`src/rtl/pifo_pkg.sv`:
```
// Shared definitions for the PIFO register store.
// Holds default widths, the stored entry layout and a helper that finds
// the lowest free slot for the default slot count.
package pifo_pkg;

  localparam int REG_WIDTH  = 4;
  localparam int IDX_WIDTH  = 2;
  localparam int DATA_WIDTH = 8;
  localparam int META_WIDTH = 16;
  localparam int CNT_WIDTH  = IDX_WIDTH + 1;

  typedef struct packed {
    logic [DATA_WIDTH-1:0] rank;
    logic [META_WIDTH-1:0] meta;
  } entry_t;

  // Lowest-numbered set bit of free_vec; returns 0 when none is set.
  function automatic logic [IDX_WIDTH-1:0] lowest_free(input logic [REG_WIDTH-1:0] free_vec);
    logic [IDX_WIDTH-1:0] idx;
    idx = '0;
    for (int i = REG_WIDTH - 1; i >= 0; i--) begin
      if (free_vec[i]) idx = IDX_WIDTH'(i);
    end
    return idx;
  endfunction

endpackage

```
`src/rtl/pifo_free_slot_enc.sv`:
```
// Combinational priority encoder selecting the lowest-numbered free slot.
// Ports:
//   free_i  - one bit per slot, 1 = slot is free (i.e. ~valid)
//   found_o - at least one slot is free
//   idx_o   - index of the lowest-numbered free slot (0 when none)
module pifo_free_slot_enc
  import pifo_pkg::*;
#(
  parameter int N  = REG_WIDTH,
  parameter int IW = IDX_WIDTH
) (
  input  logic [N-1:0]  free_i,
  output logic          found_o,
  output logic [IW-1:0] idx_o
);

  // Scan from the top so the lowest free index is the last one written.
  always_comb begin
    found_o = 1'b0;
    idx_o   = '0;
    for (int i = N - 1; i >= 0; i--) begin
      if (free_i[i]) begin
        found_o = 1'b1;
        idx_o   = IW'(i);
      end
    end
  end

endmodule

```
`src/rtl/pifo_reg_store.sv`:
```
// Storage stage feeding the PIFO min-reduction tree.
// Holds REG_WIDTH (rank, meta) entries with per-slot valid bits and exposes
// all ranks, constant slot indices and valid bits to the tree every cycle.
// Ports:
//   clk, rst                    - clock, asynchronous active-high reset
//   ins_valid/rank/meta, ready  - push interface (ready = not full)
//   rm_req, rm_idx              - remove the slot the tree chose
//   rm_valid/rank/meta, rm_err  - removal result one cycle after rm_req
//   tree_data/idx/vld           - flattened per-slot view for the tree
//   count, full, empty          - occupancy status
module pifo_reg_store
  import pifo_pkg::*;
#(
  parameter int REG_W  = REG_WIDTH,
  parameter int IDX_W  = IDX_WIDTH,
  parameter int DATA_W = DATA_WIDTH,
  parameter int META_W = META_WIDTH,
  parameter int CNT_W  = IDX_W + 1
) (
  input  logic                    clk,
  input  logic                    rst,
  input  logic                    ins_valid,
  input  logic [DATA_W-1:0]       ins_rank,
  input  logic [META_W-1:0]       ins_meta,
  output logic                    ins_ready,
  input  logic                    rm_req,
  input  logic [IDX_W-1:0]        rm_idx,
  output logic                    rm_valid,
  output logic [DATA_W-1:0]       rm_rank,
  output logic [META_W-1:0]       rm_meta,
  output logic                    rm_err,
  output logic [REG_W*DATA_W-1:0] tree_data,
  output logic [REG_W*IDX_W-1:0]  tree_idx,
  output logic [REG_W-1:0]        tree_vld,
  output logic [CNT_W-1:0]        count,
  output logic                    full,
  output logic                    empty
);

  localparam logic [CNT_W-1:0] CNT_FULL = CNT_W'(REG_W);

  logic [REG_W-1:0]             vld_q, vld_d;
  logic [REG_W-1:0][DATA_W-1:0] rank_q, rank_d;
  logic [REG_W-1:0][META_W-1:0] meta_q, meta_d;
  logic [CNT_W-1:0]             count_q, count_d;
  logic                         rm_valid_q, rm_valid_d;
  logic                         rm_err_q, rm_err_d;
  logic [DATA_W-1:0]            rm_rank_q, rm_rank_d;
  logic [META_W-1:0]            rm_meta_q, rm_meta_d;

  logic             free_found;
  logic [IDX_W-1:0] free_idx;
  logic             full_q;
  logic             push_fire;
  logic             rm_ok;
  logic             rm_bad;

  pifo_free_slot_enc #(
    .N  (REG_W),
    .IW (IDX_W)
  ) u_free_enc (
    .free_i  (~vld_q),
    .found_o (free_found),
    .idx_o   (free_idx)
  );

  assign full_q    = (count_q == CNT_FULL);
  // free_found is redundant with ~full but keeps the push from ever
  // targeting slot 0 by default if the counter and valid bits disagreed.
  assign push_fire = ins_valid & ~full_q & free_found;
  assign rm_ok     = rm_req & vld_q[rm_idx];
  assign rm_bad    = rm_req & ~vld_q[rm_idx];

  always_comb begin
    vld_d      = vld_q;
    rank_d     = rank_q;
    meta_d     = meta_q;
    count_d    = count_q;
    rm_valid_d = rm_ok;
    rm_err_d   = rm_bad;
    rm_rank_d  = rm_rank_q;
    rm_meta_d  = rm_meta_q;

    // Push targets a free slot and remove an occupied one, so both can
    // be applied in the same cycle without interfering.
    if (rm_ok) begin
      vld_d[rm_idx] = 1'b0;
      rm_rank_d     = rank_q[rm_idx];
      rm_meta_d     = meta_q[rm_idx];
    end
    if (push_fire) begin
      vld_d[free_idx]  = 1'b1;
      rank_d[free_idx] = ins_rank;
      meta_d[free_idx] = ins_meta;
    end

    case ({push_fire, rm_ok})
      2'b10:   count_d = count_q + 1'b1;
      2'b01:   count_d = count_q - 1'b1;
      default: count_d = count_q;
    endcase
  end

  always_ff @(posedge clk or posedge rst) begin
    if (rst) begin
      vld_q      <= '0;
      rank_q     <= '0;
      meta_q     <= '0;
      count_q    <= '0;
      rm_valid_q <= 1'b0;
      rm_err_q   <= 1'b0;
      rm_rank_q  <= '0;
      rm_meta_q  <= '0;
    end else begin
      vld_q      <= vld_d;
      rank_q     <= rank_d;
      meta_q     <= meta_d;
      count_q    <= count_d;
      rm_valid_q <= rm_valid_d;
      rm_err_q   <= rm_err_d;
      rm_rank_q  <= rm_rank_d;
      rm_meta_q  <= rm_meta_d;
    end
  end

  for (genvar g = 0; g < REG_W; g++) begin : g_tree_idx
    assign tree_idx[g*IDX_W +: IDX_W] = IDX_W'(g);
  end

  assign tree_data = rank_q;
  assign tree_vld  = vld_q;
  assign count     = count_q;
  assign full      = full_q;
  assign empty     = (count_q == '0);
  assign ins_ready = ~full_q;
  assign rm_valid  = rm_valid_q;
  assign rm_err    = rm_err_q;
  assign rm_rank   = rm_rank_q;
  assign rm_meta   = rm_meta_q;

endmodule

```
`config.mk`:
```
export PLATFORM = sky130hd
export DESIGN_NAME = pifo_reg_store
export DESIGN_NICKNAME = d
export VERILOG_FILES = /design/src/rtl/pifo_pkg.sv /design/src/rtl/pifo_free_slot_enc.sv /design/src/rtl/pifo_reg_store.sv
export SDC_FILE = /design/constraint.sdc
export NUM_CORES = 1
export LEC_CHECK = 0
export CAP_MARGIN = 20
export CORE_MARGIN = 3
export CORE_UTILIZATION = 47
export DETAILED_ROUTE_END_ITERATION = 10
export GPL_ROUTABILITY_DRIVEN = 0
export PLACE_DENSITY_LB_ADDON = 0.15
export SETUP_SLACK_MARGIN = 0.4
export SYNTH_ARGS = -nofsm -noshare
export SYNTH_HDL_FRONTEND = slang
export SYNTH_SLANG_ARGS = --single-unit
export TNS_END_PERCENT = 50
```
`constraint.sdc`:
```
create_clock -name clk -period 4.3 [get_ports clk]
set_input_delay 0.86 -clock clk [delete_from_list [all_inputs] [get_ports clk]]
set_output_delay 0.86 -clock clk [all_outputs]
set_load 0.05 [all_outputs]
```
==> metrics <==
Routed wire per std cell 20.2 um; mapped cell area 5670 um^2; post-CTS repair timing setup buffer count 0; clock sink total 129; dominant combinational cell family by area after synthesis multiplexers; 1st-pass router iterations 4; nature of the critical path endpoint primary output; count of state elements after synthesis 129; number of buffers added on ports 97; Die Y 116 um; post-CTS resize count 0; part of the cycle the worst path needs 0.753; CP Data Arrival Time 2380 ps; actual transition at the worst max-transition pin 889 ps; Antenna Diode Count 0; top cells by area in the synthesized netlist dfrtp_1, mux2_2, mux4_2, mux2_4, buf_4; max_slew headroom 0.406; cells on worst reg2reg path 8; class of the tightest hold or removal check flop to flop; setup repair after global routing missed its margin false; total number of placement rows 39; Clock Path Buffers 2; hold-critical path depth 1; overall track demand over capacity in global routing 0.197; fraction of registers with async set or reset after synthesis 1.00; count of flip-flops with a built-in enable after synthesis 0; worst flop-to-flop path startpoint count[0]; most common cell after layout, fill and taps aside dfrtp_1; hold endpoint meta_q[48]; filler instances 874; warning count from the yosys run 0; required time reported for the critical path endpoint 3440 ps; flip-flop cell with the highest count after synthesis dfrtp_1; critical path class flop to primary output; portion of synthesized cell area occupied by the leading cell type 0.569; number of DRC markers after the initial detailed-route iteration 168; status completed; clock insertion delay at the later pin of the skew report 410 ps; wire length of the first global-routing pass 19.9 mm; final hold viol count 0; Yosys top cell by area dfrtp_1; mean area per synthesized cell 16.8 um^2; overall routed net length 12.2 mm; Syn-to-layout area delta 30.2%; number of DRC violations after detailed routing 0; fraction of the yosys area taken by sequential cells 0.569; distinct cell type count of the synthesized netlist 34; final worst-path setup slack 1060 ps; highest attainable clock frequency 309 MHz; area fraction in compound gates after synthesis 0.00684; Critical Path Start Type flop; CTS root buf clkbuf_16; final setup TNS 0 ps; clock-pin slew on the worst setup and hold paths 60 ps; pin count of the biggest net entering global routing 52; Peak VDD IR 388 uV; Pwr Density 933 nW/um^2; total of max-cap violations 0; Max H-tree Level 4; TritonCTS clock tree done; Crit Reg-Reg Endpoint count[2]; total of endpoints with negative setup slack in the final report 0; cts hold-fix bufs 0; placement-stage worst setup slack 1360 ps; share of the synthesized netlist area taken by xor and xnor gates 0.00463; max-slew violations 0; chip width 116 um; placeable core region 11600 um^2; initial antenna violation count 0; largest driver fanout on the critical path 5; count of pins on the block boundary 106; DR vias 3270; Overflow after GRT 0; full die area 13400 um^2; fraction of the mapped netlist area in simple logic gates 0.0260; via count of the first global-routing pass 3662; share of layout cells above drive strength 1 0.422; start point of the worst min-delay path meta_q[48]; final worst path period need 3240 ps; final layout net count 479; Static Leak 3.09 nW; adder-cell area share of the yosys netlist 0.00574; cell count after synthesis 338; CTS Buf Count 17; Worst R2R Setup Slack 2050 ps; multiplexer area fraction after synthesis 0.347; estimated wirelength of the detail-placed design 8.11 mm; top library cells by usage in the layout, fill and taps aside dfrtp_1, mux2_2, clkdlybuf4s50_1; count of antenna-violating nets left after detailed routing 0; effective utilization at floorplan 0.488; vias per inst 5.42; Worst Skew 4.79 ps
## sequential cells by signal (all words and copies together) (netlist names)
register and cells:
rm_meta 16, rm_rank 8, tree_vld 4, meta_q 64
rm_err 1, count 3, rm_valid 1, tree_data 32
## kinds of logic (layout without fill, tap and decap cells)
group                      after synthesis  in the layout
AOI/OAI and AO/OA                        5              5
xor gates and xnor gates                 3              3
DFF                                    129            129
muxes                                  148            148
buffers and inverters                   31            147
other                                    2              8
adders and majority gates                2              2
and+or+nand+nor                         18             18
## power by group
part	leakage (nW)	internal [W]	switching, W
registers	1.55	0.00183	0.000407
logic	1.26	0.00140	0.00176
clock network	0.283	0.000957	0.000528
total	3.09	0.00419	0.00270
## layer usage
metal | vias up | wire, um | GRT usage
li1 | 1453 | - | -
met2 | 99 | 5980 | 0.323
met5 | - | 0 | 0
met4 | 0 | 155 | 0.0557
met1 | 1703 | 5420 | 0.263
met3 | 15 | 634 | 0.0517
## stage by stage
step,power (W),instances,instance area [um^2],hold WS (ps),util
after global routing,0.00723,603,7390,513,0.636
after detailed placement,0.00544,571,6760,482,0.582
after global placement,0.00535,571,6760,466,0.582
after CTS,0.00696,603,7390,494,0.636
after floorplan,0.00445,344,5700,452,-
final,0.00689,603,7390,493,0.636
## critical path, stage by stage, from the launching register on
cell,delay [ps]
dfrtp_1,440
or3b_1,540
inv_6,140
clkdlybuf4s50_1,840
## layout make-up
class | instances | area [um^2] | share of cell area
Timing Repair Buffer | 109 | 1080 | 0.146
Clock inverter | 12 | 156 | 0.0212
Tap cell | 143 | 179 | 0.0242
Multi-Input combinational cell | 184 | 2250 | 0.305
Clock buffer | 20 | 467 | 0.0632
Sequential cell | 129 | 3230 | 0.437
Inverter | 6 | 31.3 | 0.00423
## cell usage after synthesis, types with 2 or more instances
library cell and n:
buf_1 2, buf_4 12, mux2_1 4, nor2_1 2
mux4_2 24, dfrtp_1 129, buf_2 4, mux2i_1 3
mux2_2 108, o21ai_0 2, nand2_1 2, conb_1 2
mux2_4 9, inv_1 5, buf_6 7, xor2_1 2
nor3_1 2, nand3_1 2, nand2b_1 2
## worst max-delay path by stage
stage	from	endpoint	slack, ps	cells after the start
after global placement	ins_valid	meta_q[54]	1410	5
after floorplan	rm_idx[0]	count[2]	1530	10
after CTS	count[0]	full	1050	3
after global routing	count[0]	full	1010	3
after detailed placement	ins_valid	meta_q[61]	1360	5
final	count[0]	full	1060	3
Note: power is estimated with default switching activity, not from simulation.
